[config.mk]
export PLATFORM = sky130hd
export DESIGN_NAME = seq_right_shifter
export DESIGN_NICKNAME = d
export VERILOG_FILES = /design/src/rtl/shr_pkg.sv /design/src/rtl/shr_step.sv /design/src/rtl/seq_right_shifter.sv
export SDC_FILE = /design/constraint.sdc
export NUM_CORES = 1
export LEC_CHECK = 0
export CORE_UTILIZATION = 45
export CTS_CLUSTER_DIAMETER = 120
export DETAILED_ROUTE_END_ITERATION = 10
export GPL_ROUTABILITY_DRIVEN = 0
export GPL_TIMING_DRIVEN = 0
export PLACE_DENSITY_LB_ADDON = 0.1
export SYNTH_ARGS = -nofsm -noshare
export SYNTH_HDL_FRONTEND = slang
export SYNTH_HIERARCHICAL = 1
export SYNTH_SLANG_ARGS = --single-unit
export TNS_END_PERCENT = 1
[constraint.sdc]
create_clock -name clk -period 7.4 [get_ports clk]
set_clock_uncertainty 0.1 [all_clocks]
set_input_delay 1.11 -clock clk [delete_from_list [all_inputs] [get_ports clk]]
set_output_delay 1.11 -clock clk [all_outputs]
set_load 0.05 [all_outputs]
[src/rtl/shr_pkg.sv]
// Shared definitions for the sequential right shifter: FSM state encoding and
// the operation-mode encoding passed from the accept stage into the step datapath.
// Latency: n/a (types and constants only). Backpressure: n/a.
package shr_pkg;

    typedef enum logic [1:0] {
        IDLE  = 2'd0,
        SHIFT = 2'd1,
        DONE  = 2'd2
    } shr_state_t;

    // Operation modes: what fills the vacated MSBs.
    localparam logic [1:0] SHR_LOGIC = 2'd0;  // zero fill
    localparam logic [1:0] SHR_ARITH = 2'd1;  // sign fill
    localparam logic [1:0] SHR_ROT   = 2'd2;  // bits shifted out of the LSBs

    // Rotate wins over arithmetic when both are requested.
    function automatic logic [1:0] shr_mode(input logic arith, input logic rot);
        if (rot)
            return SHR_ROT;
        else if (arith)
            return SHR_ARITH;
        else
            return SHR_LOGIC;
    endfunction

endpackage

[src/rtl/shr_step.sv]
// One step of the right shifter: shifts data_i right by k_i (0..STEP) bits and
// fills the vacated MSBs with zeros, the sign, or the rotated-out LSBs.
// Latency: combinational. Backpressure: none (pure function of its inputs).
// Ports: data_i operand, k_i step amount, mode_i fill select, sign_i latched
//        sign bit, data_o shifted result.
module shr_step
    import shr_pkg::*;
#(
    parameter int WIDTH = 32,
    parameter int STEP  = 2,
    localparam int K_W  = $clog2(STEP + 1)
) (
    input  logic [WIDTH-1:0] data_i,
    input  logic [K_W-1:0]   k_i,
    input  logic [1:0]       mode_i,
    input  logic             sign_i,
    output logic [WIDTH-1:0] data_o
);

    logic [WIDTH-1:0] fill;

    always_comb begin
        fill = '0;
        if (mode_i == SHR_ROT)
            fill = data_i;
        else if (mode_i == SHR_ARITH)
            fill = {WIDTH{sign_i}};

        // The low k bits of 'fill' land in the top k positions; for rotate these
        // are exactly the bits dropped off the bottom. k=0 is excluded so the
        // fill shift never reaches WIDTH.
        data_o = data_i >> k_i;
        if (k_i != '0)
            data_o = data_o | (fill << (WIDTH - int'(k_i)));
    end

endmodule

[src/rtl/seq_right_shifter.sv]
// Multi-cycle logical/arithmetic right shifter, up to STEP bits per clock.
// Latency: result valid ceil(shamt/STEP)+1 cycles after the accept cycle.
// Backpressure: result held in DONE until out_ready; no new request taken until then.
// Ports: clk/rst_n (async active-low); in_valid/in_ready/in_data/in_shamt/in_arith
//        request side; out_valid/out_ready/out_data result side; busy = SHIFT or DONE.
// Optional: define SHR_ROTATE_EN to add the in_rot port (rotate right, beats in_arith).
module seq_right_shifter
    import shr_pkg::*;
#(
    parameter int WIDTH    = 32,
    parameter int STEP     = 2,
    localparam int SHAMT_W = $clog2(WIDTH)
) (
    input  logic               clk,
    input  logic               rst_n,
`ifdef SHR_ROTATE_EN
    input  logic               in_rot,
`endif
    input  logic               in_valid,
    output logic               in_ready,
    input  logic [WIDTH-1:0]   in_data,
    input  logic [SHAMT_W-1:0] in_shamt,
    input  logic               in_arith,
    output logic               out_valid,
    input  logic               out_ready,
    output logic [WIDTH-1:0]   out_data,
    output logic               busy
);

    localparam int               K_W      = $clog2(STEP + 1);
    localparam logic [SHAMT_W-1:0] STEP_AMT = SHAMT_W'(STEP);

    shr_state_t         state_q;
    logic [WIDTH-1:0]   data_q;
    logic [SHAMT_W-1:0] rem_q;
    logic [1:0]         mode_q;
    logic               sign_q;
    logic [WIDTH-1:0]   out_data_q;
    logic               in_ready_q;
    logic               out_valid_q;
    logic               busy_q;

    logic [1:0]         mode_d;
    logic [SHAMT_W-1:0] k_amt_d;
    logic [K_W-1:0]     k_d;
    logic [WIDTH-1:0]   step_d;

    always_comb begin
`ifdef SHR_ROTATE_EN
        mode_d = shr_mode(in_arith, in_rot);
`else
        mode_d = shr_mode(in_arith, 1'b0);
`endif
    end

    // This cycle's step: min(STEP, remaining).
    assign k_amt_d = (rem_q > STEP_AMT) ? STEP_AMT : rem_q;
    assign k_d     = K_W'(k_amt_d);

    shr_step #(
        .WIDTH (WIDTH),
        .STEP  (STEP)
    ) u_step (
        .data_i (data_q),
        .k_i    (k_d),
        .mode_i (mode_q),
        .sign_i (sign_q),
        .data_o (step_d)
    );

    always_ff @(posedge clk or negedge rst_n) begin
        if (!rst_n) begin
            state_q     <= IDLE;
            data_q      <= '0;
            rem_q       <= '0;
            mode_q      <= SHR_LOGIC;
            sign_q      <= 1'b0;
            out_data_q  <= '0;
            in_ready_q  <= 1'b1;
            out_valid_q <= 1'b0;
            busy_q      <= 1'b0;
        end else begin
            case (state_q)
                IDLE: begin
                    if (in_valid && in_ready_q) begin
                        data_q     <= in_data;
                        rem_q      <= in_shamt;
                        mode_q     <= mode_d;
                        sign_q     <= in_data[WIDTH-1];
                        in_ready_q <= 1'b0;
                        busy_q     <= 1'b1;
                        if (in_shamt == '0) begin
                            // Nothing to shift: the operand is the result.
                            state_q     <= DONE;
                            out_data_q  <= in_data;
                            out_valid_q <= 1'b1;
                        end else begin
                            state_q <= SHIFT;
                        end
                    end
                end
                SHIFT: begin
                    data_q <= step_d;
                    rem_q  <= rem_q - k_amt_d;
                    if (rem_q == k_amt_d) begin
                        state_q     <= DONE;
                        out_data_q  <= step_d;
                        out_valid_q <= 1'b1;
                    end
                end
                DONE: begin
                    // Return to IDLE only; a waiting request is taken next cycle.
                    if (out_ready) begin
                        state_q     <= IDLE;
                        out_valid_q <= 1'b0;
                        busy_q      <= 1'b0;
                        in_ready_q  <= 1'b1;
                    end
                end
                default: begin
                    state_q     <= IDLE;
                    out_valid_q <= 1'b0;
                    busy_q      <= 1'b0;
                    in_ready_q  <= 1'b1;
                end
            endcase
        end
    end

    assign in_ready  = in_ready_q;
    assign out_valid = out_valid_q;
    assign out_data  = out_data_q;
    assign busy      = busy_q;

endmodule

Word-level counts from Yosys, hierarchy flattened
Index checks and enable logic that the tools add are counted.
{"block": "classes", "add_sub_neg": 2, "mul": 0, "div": 0, "magnitude_cmp": 1, "eq_ne": 9, "shifts": 2, "mux": 28, "bitwise_logic": 2, "n_reduce_logical": 11}
{"operator": "$mux W32", "n": 7}
{"operator": "$pmux W32 S2", "n": 2}
{"operator": "$or A32 B32 Y32", "n": 1}
{"operator": "$shl A32 B32 Y32", "n": 1}
{"operator": "$shr A32 B2 Y32", "n": 1}
{"operator": "$mux W5", "n": 2}
{"operator": "$pmux W5 S2", "n": 1}
{"operator": "$pmux W1 S3", "n": 3}
{"operator": "$mux W1", "n": 8}
{"operator": "$mux W2", "n": 4}
{"operator": "$ne A2 B2 Y1 const B", "n": 4}
{"operator": "$reduce_and A4 Y1", "n": 2}
{"operator": "$sub A6 B2 Y7 const A", "n": 1}
{"operator": "$pmux W2 S3", "n": 1}
{"operator": "$reduce_and A3 Y1", "n": 2}
{"operator": "$eq A5 B5 Y1", "n": 1}
{"operator": "$gt A5 B2 Y1 const B", "n": 1}
{"operator": "$logic_not A5 Y1", "n": 1}
{"operator": "$sub A5 B5 Y5", "n": 1}
{"operator": "$eq A2 B1 Y1 const B", "n": 2}
{"operator": "$eq A2 B2 Y1 const B", "n": 2}
{"operator": "$reduce_and A2 Y1", "n": 2}
{"operator": "$reduce_bool A2 Y1", "n": 2}
{"operator": "$logic_not A2 Y1", "n": 1}
{"operator": "other kinds (2)", "n": 2}
{"block": "totals", "ff_bits": 77, "latchBits": 0, "ram_bits": 0, "rom_bits": 0, "inputBits": 42, "output_inout_bits": 35, "word_cells": 64, "n_memories": 0}

Depth between registers and ports, before layout
Gate-level depths: netlist of the first run.
{"block": "depth", "word_depth": 8, "mapped_depth": 13, "ltp_nobuf": 10}

Cells and area by module
Netlist of the first run, hierarchy kept.
{"module": "seq_right_shifter", "n_inst": 1, "cells_each": 343, "area_per_inst_um2": 3761.1, "seq_area_each_um2": 1903.1}
{"module": "shr_step", "n_inst": 1, "cells_each": 64, "area_per_inst_um2": 908.4, "seq_area_each_um2": 0.0}

Least setup slack after synthesis of the first run
No wires, ideal clock.
{"block": "synth_path", "kind": "register to register", "start": "reg rem_q[1]", "end": "reg out_data_q[30], in the netlist out_data[30]", "setup_time_ns": 0.125, "arrival_time_ns": 2.418, "required_ns": 7.175, "path_slack_ns": 4.757, "path_stages_with_launch": 13, "n_path_buf": 3, "period_less_slack_ns": 2.643, "cell_sequence": "dfrtp_1 > nor4_1 > inv_1 > buf_4 > buf_4 > buf_2 > inv_1 > ha_1 > nor2b_1 > a221o_1 > nand2_1 > nand2_1 > mux2_4"}
{"block": "synth_via", "elab_chain_cells": 8, "word_cells_on_any_way": 13, "cone_classes": "add/sub (1); order compare (1); eq/ne (2); shift (2); mux (4); bitwise (1); reduce/logical (2)"}
{"element": "start: declaration", "line_no": "seq_right_shifter.sv:35", "rtl": "logic [SHAMT_W-1:0] rem_q;"}
{"element": "start signal: assignment", "line_no": "seq_right_shifter.sv:87", "rtl": "rem_q <= in_shamt;"}
{"element": "start signal: assignment", "line_no": "seq_right_shifter.sv:104", "rtl": "rem_q <= rem_q - k_amt_d;"}
{"element": "$gt A5 B2 Y1", "line_no": "seq_right_shifter.sv:57", "rtl": "assign k_amt_d = (rem_q > STEP_AMT) ? STEP_AMT : rem_q;"}
{"element": "$mux W5 (*)", "line_no": "seq_right_shifter.sv:57"}
{"element": "named net k_amt_d[1]", "line_no": "seq_right_shifter.sv:44", "rtl": "logic [SHAMT_W-1:0] k_amt_d;"}
{"element": "$sub A6 B2 Y7", "line_no": "shr_step.sv:34", "rtl": "data_o = data_o | (fill << (WIDTH - int'(k_i)));"}
{"element": "$shl A32 B32 Y32", "line_no": "shr_step.sv:34"}
{"element": "$or A32 B32 Y32", "line_no": "shr_step.sv:34"}
{"element": "$mux W32 (*)", "line_no": "shr_step.sv:33", "rtl": "if (k_i != '0)"}
{"element": "named net step_d[30]", "line_no": "seq_right_shifter.sv:46", "rtl": "logic [WIDTH-1:0] step_d;"}
{"element": "$mux W32 (*)", "line_no": "seq_right_shifter.sv:105", "rtl": "if (rem_q == k_amt_d) begin"}
{"element": "$pmux W32 S2 (*)", "line_no": "seq_right_shifter.sv:83", "rtl": "case (state_q)"}
{"element": "end signal: assignment", "line_no": "seq_right_shifter.sv:95", "rtl": "out_data_q <= in_data;"}
{"element": "end signal: assignment", "line_no": "seq_right_shifter.sv:107", "rtl": "out_data_q <= step_d;"}
{"element": "end: declaration", "line_no": "seq_right_shifter.sv:38", "rtl": "logic [WIDTH-1:0] out_data_q;"}
Mark *: on every way through the listed nets, which the timed path passes. The rest lies on a longest branch. The select of a mux whose other input is x is not followed.
A chain may end at the register's enable or synchronous reset.

Worst setup path in the final report of the first run
{"block": "layout_path", "start": "reg in_ready_q, in the netlist in_ready", "end": "out in_ready"}
{"element": "start: declaration", "line_no": "seq_right_shifter.sv:39", "rtl": "logic in_ready_q;"}
{"element": "start signal: assignment", "line_no": "seq_right_shifter.sv:79", "rtl": "in_ready_q <= 1'b1;"}
{"element": "start signal: assignment", "line_no": "seq_right_shifter.sv:90", "rtl": "in_ready_q <= 1'b0;"}
{"element": "start signal: assignment", "line_no": "seq_right_shifter.sv:117", "rtl": "in_ready_q <= 1'b1;"}
{"element": "end: declaration", "line_no": "seq_right_shifter.sv:20", "rtl": "output logic in_ready,"}
No word-level cell between the ends.

==> results.md, run 1 <==
- Starting Density: 0.4712
- Hold Path Class: flip-flop to flip-flop
- Pwr dens: around 130 mW/mm2
- Commonest cells post-synth: nand2_1 (101), dfrtp_1 (75), mux2i_1 (34)
- Setup crit end kind: primary output
- TritonCTS Buffers: 9
- Slew Viols, Final: 0
- Reg-to-reg slack, setup: 4480 ps
- Rows: 36
- Synth Instances: 407
- RSZ-0062 raised after global routing: no
- Die Area: 0.01079 mm2
- Final setup violation count: 0
- Die width: 103.9 um
- Vias: 3398
- I/O pins: 77
- CTS tree: yes
- Initial antenna violation count: 0
- PortBufs: 76
- Reg power frac: 0.549
- Fillers: 860
- Reg2Reg Launch Point: rem_q[1]
- Max Fclk: 336.9 MHz
- Critical Path AT: approximately 1800 ps
- Post-synth EDFFs: 0
- Pre-CTS worst setup slack: 4328 ps
- Clk buf depth: 2
- Prevailing post-synth register cell: dfrtp_1
- DR pass1 iterations: 4
- Final Cycle Share: 0.4011
- Crit path max fanout: 7
- CP required: roughly 6200 ps
- Die height: 103.9 um
- Starting DRT DRC Count: 119
- Final hold viol count: 0
- Detail Route Antenna Nets: 0
- Worst hold endpoint: out_valid
- Top cells by area, synth: dfrtp_1 (40%), mux4_2 (13%), mux2_4 (9.3%)
- Final WL: 10440 um
- Worst Setup Path Type: flip-flop to primary output
- NetSw: 0.1830 mW
- Yosys cell types: 48
- Clock transition at path regs: 90 ps
- H-tree depth: 3
- P_leak: around 2.4 nW
- Worst r2r dst: out_data[30]
- Share of layout cells above drive strength 1: 0.2390
- Multi-input gate area: between 0.002 and 0.003 mm2
- Largest net degree at the start of global routing: 50
- Storage cell area: 0.001903 mm2
- Clk pwr share: 0.386
- Worst-Margin Slew: 531.9 ps
- Overall Global Routing Usage: 0.2046
- DP Wirelength: roughly 7500 um
- Post-synth top area cell: dfrtp_1
- Post-synthesis sequential area ratio: 0.4076
- Tmin final: 2968 ps
- Combinational Power Share: 0.065
- Hold depth: 1
- Worst slew margin: 0.6454
- Syn Std Cell Area: 0.004669 mm2
- Cts hold-fix bufs: 0
- First-pass GRT wire length: 17700 um
- Setup_tns: 0 ps
- Via-to-Cell Ratio: about 5.4
- Post-DR wirelength/cell: 16.45 um
- CTS Sinks: 76
- Number of global-route vias before repair: around 3500
- Ys async rst share: 1.000
- Clock Latency Late Sink: roughly 340 ps
- CP Cell Sequence: clkdlybuf4s50_1
- Beginning of the critical path: in_ready
- Maxcap violations: 0
- Crit start category: flip-flop
- Yosys top cell area share: 0.4019
- Beginning of the worst hold path: out_valid
- GRT Residual Overflow: 0
- CP max stage delay: about 820 ps
- Switching share of power: 0.2424
- Worst Slack Setup Final: 4432 ps
- Outcome: complete, no violations
- Internal: around 0.57 mW
- Core box area: 0.009910 mm2
- Avg Inst Size Synth: 11.47 um2
- Worst path slowest cell: clkdlybuf4s50_1
- Inserted Diodes: 0
- Synthesis-to-finish area growth: 24.36%
- Top delay family on crit path: buffers and inverters
- DRC: 0
- Flops & latches, synth: 76
- Final nets: about 540
- Most common cell in the netlist: nand2_1
- Post-CTS Resized: 0
- # Post-CTS Setup Buffers: 0
- Crit path buffers/inverters: 1
- Worst IR Drop VDD: 78.44 uV
- R2R depth: 12
- Cell at the root of the clock tree: clkbuf_8
- YS warnings: 6
logic make-up (layout without fill, tap and decap cells):
kind of cell    Yosys count  after routing  synth area share
simple gates            132            132            0.1246
mux                     100            100            0.3237
flops                    76             76            0.4076
compound gates           61             61           0.08387
buf+inv                  34            127           0.05332
fa+ha+maj                 2              2          0.005358
other cells               2              4          0.001608
cell type report:
| class | count | share of cell area |
|---|---|---|
| well taps | 133 | 0.02866 |
| plain buffers | 29 | 0.03965 |
| inverters | 5 | 0.003232 |
| clock buffers | 10 | 0.02370 |
| multi-input cells | 299 | 0.4348 |
| repair buffers | 77 | 0.1353 |
| clock inverters | 6 | 0.006895 |
| flip-flops and latches | 76 | 0.3277 |
metal layers:
layer,GRT usage,vias to the layer above,share of wire
met4,0.05816,0,0.0055
met2,0.3138,94,0.44
li1,-,1638,-
met1,0.3002,1661,0.50
met3,0.03195,5,0.050
met5,0,-,0
sequential cells by signal (all words and copies together), names as in the netlist:
register	flops
sign_q	1
out_valid	1
in_ready	1
data_q	32
busy	1
out_data	32
state_q	2
mode_q	1
rem_q	5
metrics by stage:
stage | hold slack (ps) | cells | area (um2) | total power, mW | utilization
final | 389.0 | 635 | 5807 | 0.7550 | 0.5860
after detailed placement | 377.3 | 619 | 5629 | 0.4728 | 0.5681
after floorplan | 373.3 | 409 | 4677 | 0.4349 | -
after global routing | 427.8 | 635 | 5807 | 0.7863 | 0.5860
after global placement | 365.2 | 618 | 5604 | 0.4708 | 0.5655
after CTS | 397.0 | 635 | 5807 | 0.7666 | 0.5860
layout by cell type (no fill, tap or decap), types with 9 or more instances in the layout:
cell type	synthesis	final
dfrtp_1	75	75
buf_2	10	10
nand2_1	101	101
clkbuf_8	0	10
mux2_4	29	29
mux2_2	9	9
o21ai_0	20	20
mux4_2	27	27
nor2_1	10	10
buf_4	8	9
clkdlybuf4s50_1	0	75
o21ai_1	16	16
mux2i_1	34	34
power by group through the flow:
stage               sequential, mW  combinational (mW)  clock [mW]
detailed placement           0.423              0.0497           0
global route                 0.415              0.0546       0.317
global placement             0.423              0.0475           0
CTS                          0.415              0.0499       0.302
floorplan                    0.423              0.0116           0
finish                       0.415              0.0490       0.291
worst max-delay path by stage:
| stage | to | slack, ps | cells past startpoint |
|---|---|---|---|
| 2_1_floorplan | out_data[30] | 4760 | 12 |
| 3_3_place_gp | out_data[27] | 2310 | 1 |
| 3_5_place_dp | out_data[23] | 4330 | 6 |
| 4_1_cts | in_ready | 4410 | 1 |
| 5_1_grt | out_data[30] | 4310 | 12 |
| 6_report | in_ready | 4430 | 1 |
Note: power is estimated with default switching activity, not from simulation.
==> run 2: changes to the inputs <==
==> constraint.sdc (replaced) <==
create_clock -name clk -period 2.5 [get_ports clk]
set_clock_uncertainty 0.1 [all_clocks]
set_input_delay 0.375 -clock clk [delete_from_list [all_inputs] [get_ports clk]]
set_output_delay 0.375 -clock clk [all_outputs]
set_load 0.05 [all_outputs]
==> run 2 against run 1 <==
Effect of this change: wire length increased by 0.81%; clock power increased to 4.0 times the previous value; final area increased by 3.1%; register-to-register slack got worse by 4400 ps; sequential cell count unchanged; worst hold slack improved by 3.5 ps; critical endpoint is now out_data[30].
==> results.md, run 2 (synthesis results as in run 1) <==
- Combinational Power Share: 0.058 (-0.007)
- Final Cycle Share: 0.9653
- Reg2Reg Launch Point: rem_q[4]
- Largest net degree at the start of global routing: 47 (-6.0%)
- Post-DR wirelength/cell: 16.42 um (-0.13%)
- Commonest non-fill, non-tap cells in the layout: nand2_1 (100), clkdlybuf4s50_1 (75), dfrtp_1 (72)
- Met3 WL: 487 um (-6.2%)
- Core box area: 0.009910 mm2 (unchanged)
- Outcome: complete, no violations
- R2R depth: 9 (-3)
- I/O pins: 77 (unchanged)
- First-pass GRT wire length: 17950 um (+1.4%)
- Worst r2r dst: out_data[30]
- Clk pwr share: 0.458 (+0.072)
- DRC: 0 (unchanged)
- Die width: 103.9 um (unchanged)
- Clock Latency Late Sink: 360 ps (+20 ps)
- Inserted Diodes: 0 (unchanged)
- M1 wire length: 5052 um (-3.6%)
- Final setup violation count: 0 (unchanged)
- Overall Global Routing Usage: 0.2093 (+0.004685)
- Worst IR Drop VDD: 278.7 uV (+260%)
- Hold Path Class: flip-flop to flip-flop
- Number of global-route vias before repair: 3522 (+2.0%)
- Final WL: 10530 um (+0.81%)
- CTS tree: yes
- CTS Sinks: 76 (unchanged)
- Initial antenna violation count: 0 (unchanged)
- RSZ-0062 raised after global routing: yes
- Reg-to-reg slack, setup: 90 ps (-4390 ps)
- Final Util: 0.6042 (+0.01818)
- DP Wirelength: 7318 um (-2.6%)
- Die height: 103.9 um (unchanged)
- Die Area: 0.01079 mm2 (unchanged)
- Crit path max fanout: 7 (unchanged)
- Hold_ws: 392.5 ps (+3.460 ps)
- CP required: 2640 ps (-3550 ps)
- Worst Slack Setup Final: 86.75 ps (-4345 ps)
- Tmin final: 2413 ps
- Max Fclk: 414.4 MHz
- Setup crit end kind: flip-flop
- Share of layout cells above drive strength 1: 0.2638 (+0.02474)
- H-tree depth: 3 (unchanged)
- Beginning of the critical path: rem_q[4]
- Detail Route Antenna Nets: 0 (unchanged)
- GRT Residual Overflow: 0 (unchanged)
- Vias: 3454 (+1.6%)
- Switching share of power: 0.2121 (-0.03030)
- Final nets: 547 (+1.1%)
- Internal: 1.998 mW (+250%)
- Commonest non-fill, non-tap cell in the layout: nand2_1
- Starting DRT DRC Count: 171 (+44%)
- Uppermost layer routed: met4
- Worst slew margin: 0.6656 (+0.02020)
- Worst Setup Path Type: flip-flop to flip-flop
- Via-to-Cell Ratio: 5.388 (+0.70%)
- Cell at the root of the clock tree: clkbuf_8
- NetSw: 0.5379 mW (+190%)
- Setup crit end: out_data[30]
- Maxcap violations: 0 (unchanged)
- Final hold viol count: 0 (unchanged)
- TritonCTS Buffers: 9 (unchanged)
- Routed length on met2: 4775 um (+3.2%)
- Reg power frac: 0.484 (-0.065)
- Crit start category: flip-flop
- Pwr dens: 423.6 mW/mm2 (+230%)
- Starting Density: 0.4712 (unchanged)
- Critical Path AT: 2550 ps (+790 ps)
- Clk buf depth: 2 (unchanged)
- Slew Viols, Final: 0 (unchanged)
- P_leak: 2.516 nW (+2.8%)
- Worst-Margin Slew: 500.1 ps (-31.86 ps)
- Synthesis-to-finish area growth: 28.22%
- Rows: 36 (unchanged)
- Clock transition at path regs: 80 ps (about the same)
- Pre-CTS worst setup slack: -198.5 ps (-4526 ps)
- PortBufs: 76 (unchanged)
- DR pass1 iterations: 4 (unchanged)
==> run 2: cell types whose count changed in the layout (fill, tap and decap cells not counted), moves of 2 or more <==
| cell | change |
|---|---|
| dfrtp_2 | +3 |
| clkinv_2 | -2 |
| bufinv_16 | +3 |
| buf_8 | +2 |
| inv_2 | +2 |
| buf_6 | +2 |
| dfrtp_1 | -3 |
| inv_1 | -2 |
| buf_4 | +2 |
==> run 2: per-layer routing <==
| layer | vias to the layer above | track usage |
|---|---|---|
| met5 | - | 0 |
| met4 | 0 | 0.09898 |
| met3 | 15 | 0.03195 |
| met2 | 107 | 0.3095 |
| met1 | 1688 | 0.3020 |
| li1 | 1644 | - |
==> run 2: critical path, cell delays in order (launching register included) <==
cell and delay (ps):
dfrtp_2 440, nor4_4 320, and2_4 270, inv_2 80, ha_4 280, nor2_1 60, a221o_1 370, nand2_2 80
nand2_1 50, mux2_4 250
==> run 2: power by group through the flow <==
stage / logic [mW] / clock network [mW] / registers (mW)
final: 0.147 / 1.16 / 1.23
after global routing: 0.163 / 1.23 / 1.23
after CTS: 0.149 / 1.19 / 1.23
after detailed placement: 0.147 / 0 / 1.25
after global placement: 0.141 / 0 / 1.25
after floorplan: 0.0342 / 0 / 1.25
==> run 2: final cells by class <==
cell class              instances  area [um2]
fillers                       832        3923
multi-input cells             299        2557
flip-flops and latches         76        1907
repair buffers                 85       848.3
plain buffers                  27       240.2
well taps                     133       166.4
clock buffers                  10       137.6
clock inverters                 6       111.4
inverters                       5       18.77
==> run 2: worst min path at each step <==
stage	slack [ps]	depth (start not counted)	end	start
2_1_floorplan	-20	0	busy	rst_n
3_3_place_gp	370	1	out_valid	out_valid
3_5_place_dp	260	1	out_data[6]	rst_n
4_1_cts	400	1	out_valid	out_valid
5_1_grt	430	1	out_data[5]	out_data[5]
6_report	390	1	out_valid	out_valid
==> run 2: what timing repair did <==
item,CTS,global route
gates resized for setup,10,5
hold endpoints to repair,29,0
hold buffers,1,0
setup endpoints to repair,28,29
pin swaps,2,2
buffers inserted,4,3
==> run 2: stage by stage <==
step,std cells,area [um2],power [mW],setup TNS (ps)
detailed placement,619,5649,1.400,-682.8
global route,641,5987,2.625,-120.5
floorplan,409,4697,1.287,0
global placement,618,5624,1.394,-141960
CTS,640,5974,2.570,0
finish,641,5987,2.536,0
==> run 3: changes to the inputs <==
--- a/config.mk
+++ b/config.mk
@@ -9,7 +9,7 @@
 export CTS_CLUSTER_DIAMETER = 120
 export DETAILED_ROUTE_END_ITERATION = 10
 export GPL_ROUTABILITY_DRIVEN = 0
-export GPL_TIMING_DRIVEN = 0
+export GPL_TIMING_DRIVEN = 1
 export PLACE_DENSITY_LB_ADDON = 0.1
 export SYNTH_ARGS = -nofsm -noshare
 export SYNTH_HDL_FRONTEND = slang
==> run 3 against run 2 <==
Effect of this change: sequential cell count unchanged; fmax grew 0.89%; worst setup slack better by 21 ps; wire length down 6.5%; via count shrank 2.0%; global-route usage decreased by 1.3 points; largest power group unchanged.
==> results.md, run 3 (synthesis results as in run 1) <==
- Uppermost layer routed: met4
- Commonest non-fill, non-tap cell in the layout: nand2_1
- CP Cell Sequence: nor4_4 -> and2_4 -> inv_1 -> ha_4 -> nor2_1 -> a221o_1 -> nand2_1 -> nand2_1 -> mux2_4
- Via-to-Cell Ratio: 5.425 (+0.67%)
- Final Power: 2.512 mW (-0.96%)
- Synthesis-to-finish area growth: 26.02%
- Setup crit end kind: flip-flop
- Worst slew margin: 0.5737 (-0.09188)
- CTS tree: yes
- Detail Route Antenna Nets: 0 (unchanged)
- Met3 WL: 413 um (-15%)
- Maxcap violations: 0 (unchanged)
- RSZ-0062 raised after global routing: no
- Final nets: 531 (-2.9%)
- M1 wire length: 4819 um (-4.6%)
- Largest net degree at the start of global routing: 45 (-4.3%)
- Final WL: 9839 um (-6.5%)
- First-pass GRT wire length: 17150 um (-4.4%)
- Pwr dens: 426.9 mW/mm2 (+0.77%)
- Worst-Margin Slew: 638.1 ps (+138.0 ps)
- DRC: 0 (unchanged)
- Core box area: 0.009910 mm2 (unchanged)
- Crit start category: flip-flop
- Multi-input gate area: 0.002569 mm2 (+0.44%)
- GRT Residual Overflow: 0 (unchanged)
- Share of layout cells above drive strength 1: 0.2363 (-0.02753)
- PortBufs: 76 (unchanged)
- Final setup violation count: 0 (unchanged)
- R2R depth: 9 (unchanged)
- CTS Sinks: 76 (unchanged)
- Cell at the root of the clock tree: clkbuf_8
- Post-DP Area: 0.005603 mm2 (-0.82%)
- CP max stage delay: 430 ps (about the same)
- H-tree depth: 3 (unchanged)
- Die height: 103.9 um (unchanged)
- Outcome: complete, no violations
- Worst path slowest cell: dfrtp_1
- Worst IR Drop VDD: 255.2 uV (-8.4%)
- P_leak: 2.445 nW (-2.8%)
- Die width: 103.9 um (unchanged)
- Crit path buffers/inverters: 1 (unchanged)
- I/O pins: 77 (unchanged)
- Inserted Diodes: 0 (unchanged)
- Max Fclk: 418.1 MHz (+0.89%)
- Top delay family on crit path: simple AND/OR/NAND/NOR gates
- Storage cell area: 0.001903 mm2 (-0.20%)
- Vias: 3385 (-2.0%)
- Clk buf depth: 2 (unchanged)
- Starting Density: 0.4712 (unchanged)
- Hold depth: 1 (unchanged)
- Hold Path Class: flip-flop to flip-flop
- Die Area: 0.01079 mm2 (unchanged)
- CP required: 2630 ps (about the same)
- Worst Setup Path Type: flip-flop to flip-flop
- Crit path max fanout: 4 (-3)
- Final Cycle Share: 0.9568 (-0.008513)
- Cell mode on critical path: nand2_1
- Slew Viols, Final: 0 (unchanged)
- Starting DRT DRC Count: 148 (-13%)
- Final Util: 0.5938 (-0.01035)
- Design Area, Final: 0.005884 mm2 (-1.7%)
- Final hold viol count: 0 (unchanged)
- Number of global-route vias before repair: 3453 (-2.0%)
- Critical Path AT: 2520 ps (-30 ps)
- Clock Latency Late Sink: 340 ps (-20 ps)
- Post-DR wirelength/cell: 15.77 um (-4.0%)
- DP Wirelength: 6626 um (-9.5%)
- Tmin final: 2392 ps (-21.28 ps)
- DR pass1 iterations: 4 (unchanged)
- Initial antenna violation count: 0 (unchanged)
- Overall Global Routing Usage: 0.1963 (-0.01305)
- Setup_tns: 0 ps (unchanged)
- Routed length on met2: 4536 um (-5.0%)
- Commonest non-fill, non-tap cells in the layout: nand2_1 (101), dfrtp_1 (75), clkdlybuf4s50_1 (75)
- Stages on worst setup path: 9 (unchanged)
- Clock transition at path regs: 80 ps (about the same)
- Rows: 36 (unchanged)
- Fillers: 865 (+4.0%)
- TritonCTS Buffers: 9 (unchanged)
run 3: cell count changes in the layout (fill, tap and decap cells not counted), sizes merged:
cell,change
clkinvlp,-1
buf,-12
clkbuf,-4
run 3: power by group:
part           total [mW]  switching (mW)  leakage [nW]  internal, mW
combinational       0.144          0.0649          1.43        0.0786
sequential           1.23               0         0.897          1.23
clock                1.14           0.458         0.122         0.682
run 3: what timing repair did:
action                                  4_1_cts  5_1_grt
hold endpoints to repair                     32        0
buffers inserted                              0        1
resized for setup                             0        4
endpoints found under the setup margin        0       21
hold buffers                                  1        0
run 3: layer usage:
layer,vias to the layer above,GRT usage
met2,77,0.3062
met3,5,0.02882
met1,1688,0.2867
li1,1615,-
met5,-,0
met4,0,0.05204
run 3: final timing paths:
path                                endpoint  startpoint  slack [ps]
worst max-delay path            out_data[28]    rem_q[1]         110
worst min-delay path               out_valid   out_valid         390
worst max register to register  out_data[28]    rem_q[1]         110
worst min register to register     out_valid   out_valid         390
max in group asynchronous           in_ready       rst_n        1250
min in group asynchronous        out_data[7]       rst_n         410
run 3: cell type report:
type / instances / area share
multi-input cells: 299 / 0.4365
flip-flops and latches: 76 / 0.3234
repair buffers: 96 / 0.1682
well taps: 133 / 0.02828
clock buffers: 10 / 0.02339
clock inverters: 5 / 0.01701
inverters: 5 / 0.003189
run 3: worst register-to-register path: cells and delay by family, from the launching register on:
| family | cells | cell delay [ps] |
|---|---|---|
| adder cells (fa/ha/maj) | 1 | 280 |
| AO/OA/AOI/OAI | 1 | 350 |
| buffers and inverters | 1 | 80 |
| AND/OR/NAND/NOR | 5 | 790 |
| multiplexers | 1 | 250 |
| flip-flops | 1 | 430 |
run 3: metrics by stage:
stage,setup slack (ps),std cells,hold WS [ps]
floorplan,13.77,409,-20.59
global placement,139.7,607,256.9
detailed placement,61.91,607,250.9
CTS,34.89,623,398.6
global route,5.550,624,418.9
finish,108.0,624,389.1
